**config.mk**
```make
export PLATFORM = sky130hd
export DESIGN_NAME = sprite_pixel_fifo
export DESIGN_NICKNAME = d
export VERILOG_FILES = /design/src/rtl/sprite_pixel_fifo_pkg.sv /design/src/rtl/sprite_pixel_fifo_obj_row_decode.sv /design/src/rtl/sprite_pixel_fifo.sv
export SDC_FILE = /design/constraint.sdc
export NUM_CORES = 1
export LEC_CHECK = 0
export CAP_MARGIN = 15
export CORE_UTILIZATION = 50
export CTS_BUF_LIST = sky130_fd_sc_hd__clkbuf_8
export CTS_CLUSTER_DIAMETER = 150
export CTS_CLUSTER_SIZE = 8
export DETAILED_ROUTE_END_ITERATION = 10
export HOLD_SLACK_MARGIN = 0.06
export PLACE_DENSITY = 0.74
export SYNTH_ARGS = -nofsm -noshare
export SYNTH_HDL_FRONTEND = slang
export SYNTH_SLANG_ARGS = --single-unit
```
**constraint.sdc**
```tcl
create_clock -name clk -period 2.4 [get_ports clk]
set_clock_uncertainty 0.1 [all_clocks]
set_input_delay 0.48 -clock clk [delete_from_list [all_inputs] [get_ports clk]]
set_output_delay 0.48 -clock clk [all_outputs]
set_load 0.02 [all_outputs]
```
**src/rtl/sprite_pixel_fifo_pkg.sv**
```systemverilog
// Shared definitions for the sprite object pixel FIFO.
// Holds the OAM attribute bit positions, the slot field widths, the per-slot
// pixel record and the empty-slot constant.
package sprite_pixel_fifo_pkg;

   localparam int DEPTH      = 8;   // one sprite row is 8 pixels wide
   localparam int IDX_W_DEF  = 4;   // 10 sprite slots per line
   localparam int COLOR_W    = 2;
   localparam int CGB_PAL_W  = 3;

   // OAM attribute byte bit positions
   localparam int ATTR_PRIO  = 7;
   localparam int ATTR_XFLIP = 5;
   localparam int ATTR_PAL   = 4;

   // Per-slot pixel record (the sprite index is kept alongside, sized by IDX_W)
   typedef struct packed {
      logic [COLOR_W-1:0]   color;
      logic                 pal;
      logic [CGB_PAL_W-1:0] cgb_pal;
      logic                 prio;
   } pix_t;

   localparam pix_t PIX_EMPTY = '{color: 2'd0, pal: 1'b0, cgb_pal: 3'd0, prio: 1'b0};

endpackage

```
**src/rtl/sprite_pixel_fifo_obj_row_decode.sv**
```systemverilog
// obj_row_decode: combinational sprite row decoder.
// Turns the two bit-planes of one sprite row into eight 2-bit colours that
// are already aligned to the FIFO slots, honouring horizontal flip and the
// number of leading pixels skipped at the left screen edge.
// Ports:
//   tile0 / tile1 : low / high bit-plane, bit 7 is the leftmost pixel
//   xflip         : mirror the row horizontally
//   skip          : incoming pixel k+skip lands in slot k
//   color         : colour for each slot (0 where no incoming pixel lands)
module obj_row_decode
   import sprite_pixel_fifo_pkg::*;
(
   input  logic [7:0]                    tile0,
   input  logic [7:0]                    tile1,
   input  logic                          xflip,
   input  logic [2:0]                    skip,
   output logic [DEPTH-1:0][COLOR_W-1:0] color
);

   // Per-slot source pixel selection and bit-plane extraction
   always_comb begin : decode
      logic [3:0] src_s;
      logic [2:0] pos_s;
      color = '0;
      src_s = 4'd0;
      pos_s = 3'd0;
      for (int k = 0; k < DEPTH; k++) begin
         src_s = 4'(k) + {1'b0, skip};
         // Pixel index 0 is bit 7 normally, bit 0 when flipped
         if (xflip) begin
            pos_s = src_s[2:0];
         end else begin
            pos_s = 3'd7 - src_s[2:0];
         end
         // Slots past the end of the skipped row receive nothing
         if (src_s < 4'd8) begin
            color[k] = {tile1[pos_s], tile0[pos_s]};
         end else begin
            color[k] = 2'd0;
         end
      end
   end

endmodule

```
**src/rtl/sprite_pixel_fifo.sv**
```systemverilog
// sprite_pixel_fifo: object pixel FIFO between sprite fetch and the BG/OBJ mixer.
// Merges one fetched sprite row at a time into an 8-slot pixel shift register
// (an already opaque slot always keeps its pixel) and presents slot 0 as the
// head pixel.
// Ports:
//   clk, reset_n   : clock, asynchronous active-low reset
//   ce             : pixel clock enable, state only advances when high
//   lcd_on         : low clears and holds the FIFO empty
//   isGBC          : selects CGB palette attributes
//   line_start     : clears all slots
//   load           : sprite row (tile0, tile1, attr, index, skip) valid
//   shift          : mixer consumed the head pixel
//   pix_*          : decode of the head slot
//   fifo_busy      : any slot still holds an opaque pixel
module sprite_pixel_fifo
   import sprite_pixel_fifo_pkg::*;
#(
   parameter int IDX_W = IDX_W_DEF
) (
   input  logic                 clk,
   input  logic                 reset_n,
   input  logic                 ce,
   input  logic                 lcd_on,
   input  logic                 isGBC,
   input  logic                 line_start,
   input  logic                 load,
   input  logic [7:0]           tile0,
   input  logic [7:0]           tile1,
   input  logic [7:0]           attr,
   input  logic [IDX_W-1:0]     index,
   input  logic [2:0]           skip,
   input  logic                 shift,
   output logic                 pix_opaque,
   output logic [COLOR_W-1:0]   pix_color,
   output logic                 pix_pal,
   output logic [CGB_PAL_W-1:0] pix_cgb_pal,
   output logic                 pix_prio,
   output logic [IDX_W-1:0]     pix_index,
   output logic                 fifo_busy
);

   pix_t                          slots_r   [DEPTH];
   logic [IDX_W-1:0]              idx_r     [DEPTH];
   pix_t                          base_s    [DEPTH];
   logic [IDX_W-1:0]              base_idx_s[DEPTH];
   pix_t                          next_s    [DEPTH];
   logic [IDX_W-1:0]              next_idx_s[DEPTH];
   logic [DEPTH-1:0][COLOR_W-1:0] row_color_s;
   pix_t                          incoming_s;
   logic                          clear_s;
   logic                          unused_attr_s;

   // Attribute bits 6 and 3 carry VRAM bank / unused flags not needed here
   assign unused_attr_s = ^{attr[6], attr[3]};

   obj_row_decode u_decode (
      .tile0 (tile0),
      .tile1 (tile1),
      .xflip (attr[ATTR_XFLIP]),
      .skip  (skip),
      .color (row_color_s)
   );

   assign clear_s = ~lcd_on | line_start;

   // Shift (if requested), then merge the incoming row, then apply clear
   always_comb begin
      incoming_s.color   = 2'd0;
      incoming_s.pal     = attr[ATTR_PAL];
      // CGB palette is don't-care in DMG mode; keep it at zero there
      if (isGBC) begin
         incoming_s.cgb_pal = attr[2:0];
      end else begin
         incoming_s.cgb_pal = 3'd0;
      end
      incoming_s.prio    = attr[ATTR_PRIO];

      for (int i = 0; i < DEPTH; i++) begin
         base_s[i]     = slots_r[i];
         base_idx_s[i] = idx_r[i];
         next_s[i]     = slots_r[i];
         next_idx_s[i] = idx_r[i];
      end

      if (shift) begin
         for (int i = 0; i < DEPTH - 1; i++) begin
            base_s[i]     = slots_r[i+1];
            base_idx_s[i] = idx_r[i+1];
         end
         base_s[DEPTH-1]     = PIX_EMPTY;
         base_idx_s[DEPTH-1] = '0;
      end else begin
         base_s[DEPTH-1]     = slots_r[DEPTH-1];
         base_idx_s[DEPTH-1] = idx_r[DEPTH-1];
      end

      for (int i = 0; i < DEPTH; i++) begin
         if (clear_s) begin
            next_s[i]     = PIX_EMPTY;
            next_idx_s[i] = '0;
         end else if (load && (base_s[i].color == 2'd0) && (row_color_s[i] != 2'd0)) begin
            // Earlier-fetched sprites own any slot they already made opaque
            next_s[i]       = incoming_s;
            next_s[i].color = row_color_s[i];
            next_idx_s[i]   = index;
         end else begin
            next_s[i]     = base_s[i];
            next_idx_s[i] = base_idx_s[i];
         end
      end
   end

   // Slot registers, advancing on pixel clock enable
   always_ff @(posedge clk or negedge reset_n) begin
      if (!reset_n) begin
         for (int i = 0; i < DEPTH; i++) begin
            slots_r[i] <= PIX_EMPTY;
            idx_r[i]   <= '0;
         end
      end else if (ce) begin
         for (int i = 0; i < DEPTH; i++) begin
            slots_r[i] <= next_s[i];
            idx_r[i]   <= next_idx_s[i];
         end
      end else begin
         for (int i = 0; i < DEPTH; i++) begin
            slots_r[i] <= slots_r[i];
            idx_r[i]   <= idx_r[i];
         end
      end
   end

   assign pix_color   = slots_r[0].color;
   assign pix_opaque  = (slots_r[0].color != 2'd0);
   assign pix_pal     = slots_r[0].pal;
   assign pix_cgb_pal = slots_r[0].cgb_pal;
   assign pix_prio    = slots_r[0].prio;
   assign pix_index   = idx_r[0];

   // Busy while any slot still holds an opaque pixel
   always_comb begin
      fifo_busy = 1'b0;
      for (int i = 0; i < DEPTH; i++) begin
         if (slots_r[i].color != 2'd0) begin
            fifo_busy = 1'b1;
         end else begin
            fifo_busy = fifo_busy;
         end
      end
   end

endmodule

```
==> results.yml, run 1 <==
min_path:
  min_from: "pix_index[0]$_DFFE_PN0P_"
  hold_depth: 2
  hold_path_end: "pix_index[0]$_DFFE_PN0P_"
  min_path_type: "reg -> reg"
floorplan:
  core_area_um2: 11470
  fp-row-count: 39
  ioPinCount: 52
  die-area_um2: 12280
  start_util_pct: 51.63
  die_h_um: 110.8
  die_x_um: 110.8
sta:
  rsz0062_at_grt: "yes"
  setup_ws_ns: -0.2853
  hold_viol: 0
  setup-tns-final_ns: -6.938
  post-route-period-util_pct: 111.9
  fmax_mhz: 372.4
  setup-violations-final: 54
  slew_viol_final: 0
  tightest_slew_ns: 0.5024
  slew-limit-headroom_pct: 66.51
  finalHoldWorstSlack_ns: 0.3860
  period_minus_slack_ns: 2.685
setup_path:
  path_max_fanout: 9
  r2r-start: "slots_r[19]$_DFFE_PN0P_"
  slowest_stage: "a221o_1"
  endpoint_kind: "flop"
  critical_path_class: "in -> reg"
  cp_cell_sequence: "buf_12, buf_4, buf_16, ha_4, buf_6, nor4b_2, o21ai_1, o22ai_1, nor2_2, a21oi_2, buf_6, o21ai_4, buf_12, a221o_1"
  cpPeakStageDelay_ns: 0.34
  crit_start: "skip[1]"
  startpoint_type: "input port"
  r2r-end: "idx_r[14]$_DFFE_PN0P_"
  critical_path_buf_inv_count: 6
  reg2reg_setup_slack_ns: 0.28
  crit_required_ns: 2.57
  path_delay_family: "compound AO/OA/AOI/OAI gates"
  critPathArrivalTime_ns: 2.85
  r2r_cells: 7
layout:
  regArea_um2: 2202
  stdcell_count: 939
  syn2layout_area_growth_pct: 47.23
  n_fill_cell: 715
  drive_above_1_share_pct: 35.80
  multi_input_area_um2: 4093
  antenna_cells: 0
  nets: 836
  final_area_um2: 8717
run:
  maxCapViolations: 0
drt:
  dr.pass1.iters: 5
  ant_nets: 0
  vias: 6173
  routedWlPerCell_um: 23.19
  drc: 0
  finalWirelength_um: 21780
  dr.first_iter.drc_count: 550
  via_per_inst: 6.574
clock_tree:
  htree_levels: 3
  cts_sinks: 88
  cts-root-buf: "clkbuf_8"
  clkTransAtPathRegs_ns: 0.10
  insertion_delay_ns: 0.39
  cts_tree: "yes"
  clock_path_buffers: 2
  numCtsBuffers: 9
pwr:
  internal-power_w: 0.003040
  power.density_nw_per_um2: 544.5
  seqPwrFrac_pct: 37.7
  p_sw_w: 0.001706
  comb_power_share_pct: 40.9
  peakVddDrop_v: 0.0004549
  p_leak_nw: 3.942
  power_frac_clock_pct: 21.4
  p_total_w: 0.004746
  p_sw_share_pct: 35.94
place:
  dp_hpwl_um: 12850
  place_area_um2: 7297
  dp.cells: 863
  gp_congestion: 0.9418
  io_buffers: 49
synth:
  synthFlopType: "dfrtp_1"
  synth_area_leader_cell: "dfrtp_1"
  synthMuxAreaShare_pct: 12.38
  synth_seq_cells: 88
  synth-compound-area-share_pct: 25.34
  synthCells: 616
  synth_seq_area_share_pct: 37.19
  synthTopCellsByArea: "dfrtp_1 37%, mux4_2 6.5%, mux2i_1 5.9%"
  synth_edf_count: 0
  syn_avg_cell_area_um2: 9.611
  syn-cell-area_um2: 5921
  synth_top_family_by_area: "compound AO/OA/AOI/OAI gates"
  synth.distinct_cells: 64
  yosys.area_share.simple_pct: 16.76
  synth_fa_ha_area_share_pct: 1.268
  synth_xor_area_share_pct: 2.409
  synthesis.nets: 661
  synthArstFlopShare_pct: 100.0
  synth.top_cell.area_share_pct: 37.19
  yosysWarnings: 0
global_route:
  gr-usage-all-layers_pct: 30.98
  grt_pass1_vias: 5933
  grt_pass1_wl_um: 30080
  grt_max_degree: 40
  overflow: 0
  antenna_found_initial: 0
outcome:
  status: "complete, but fails checks"
  violations: "negative setup slack"
logic make-up after synthesis:
| group | count (synthesis) |
|---|---|
| muxes | 52 |
| AOI/OAI and AO/OA | 210 |
| xor gates and xnor gates | 7 |
| buffers and inverters | 52 |
| and+or+nand+nor | 201 |
| DFF | 88 |
| adders and majority gates | 6 |
worst max-delay path by stage:
stage,endpoint,cells after the start
after floorplan,idx_r[24]$_DFFE_PN0P_,12
after global placement,idx_r[11]$_DFFE_PN0P_,12
after detailed placement,slots_r[42]$_DFFE_PN0P_,12
after CTS,idx_r[3]$_DFFE_PN0P_,12
after global routing,slots_r[11]$_DFFE_PN0P_,14
final,idx_r[10]$_DFFE_PN0P_,14
worst min-delay path: stages, from the launching register on:
cell and delay, ns:
dfrtp_1 0.36, nand2_1 0.05, nand2_1 0.05
metrics by stage:
step	setup slack, ns	utilization, %
final	-0.2853	76.02
after global routing	-0.3248	76.02
after CTS	-0.2322	70.19
after detailed placement	-1.187	63.63
after global placement	-1.066	63.63
after floorplan	-0.5091	-
power by group through the flow:
| stage | clock network (W) | registers (W) | logic [W] |
|---|---|---|---|
| 5_1_grt | 0.00107 | 0.00181 | 0.00205 |
| 2_1_floorplan | 0 | 0.00179 | 0.000894 |
| 4_1_cts | 0.00102 | 0.00178 | 0.00167 |
| 3_3_place_gp | 0 | 0.00180 | 0.00140 |
| 3_5_place_dp | 0 | 0.00181 | 0.00144 |
| 6_report | 0.00102 | 0.00179 | 0.00194 |
synthesized netlist by cell type (all sizes together), types with 3 or more instances:
cell / count
a211o: 5
a211oi: 6
a21o: 19
a21oi: 41
a221o: 14
a221oi: 4
a22o: 29
a22oi: 8
a32o: 3
a32oi: 4
and2: 27
and3: 4
and4b: 3
buf: 26
clkbuf: 19
dfrtp: 88
ha: 6
inv: 7
mux2i: 35
mux4: 17
nand2: 80
nand2b: 4
nand3: 5
nor2: 35
nor2b: 14
nor3: 11
nor3b: 4
nor4: 3
nor4bb: 3
o2111ai: 4
o21ai: 55
o22ai: 4
o31ai: 3
xnor2: 4
cells in the final DEF (no fill, tap or decap), types with 6 or more instances in the layout:
master           Yosys  final
a22oi_1              8      7
a21oi_1             39     33
dfrtp_1             88     88
a21oi_2              1      6
and2_1              27     25
o21ai_1             27     31
o21ai_2              4      6
nand2_1             80     79
mux2i_1             35     28
nor2b_1             14     12
mux4_2              17     17
o21ai_4              0      7
buf_12               0     13
buf_4               10    107
dlygate4sd2_1        0      6
a21o_1              19     19
a22o_1              29     29
dlymetal6s2s_1       0      6
nor2_1              34     29
clkdlybuf4s50_1      0     31
a221o_1             14     14
o21ai_0             24     13
clkbuf_8             0      9
buf_6                2     30
nor3_1              11      6
layer usage:
layer / track usage (%) / vias to the layer above / wire, um
met5: 0 / - / 0
met4: 16.62 / 0 / 1348
met3: 4.593 / 121 / 1636
met2: 54.20 / 368 / 11030
met1: 36.63 / 3025 / 7759
li1: - / 2659 / -
layout make-up:
type / count / share of cell area [%]
Sequential cell: 88 / 25.26
Tap cell: 143 / 2.053
Timing Repair Buffer: 204 / 23.25
Multi-Input combinational cell: 481 / 46.95
Clock buffer: 9 / 1.421
Clock inverter: 7 / 0.6890
Inverter: 7 / 0.3732
state kept, by name (all words and copies together) (netlist names):
register     count
idx_r           28
pix_cgb_pal      3
pix_color        2
pix_index        4
pix_pal          1
pix_prio         1
slots_r         49
timing repair:
item | in CTS | in global routing
pin swaps | 41 | 38
hold buffers | 1 | 0
endpoints found under the setup margin | 86 | 74
setup buffers | 25 | 20
resized for setup | 75 | 97
endpoints found under the hold margin | 37 | 0
cloned | 7 | 7
Power figures use the tool's default switching activity.
==> inputs of run 2 (changes only) <==
CTS_CLUSTER_SIZE = 30   (was 8)
==> results of run 2 <==
Final layout, timing and power as in run 1 (identical DEF).
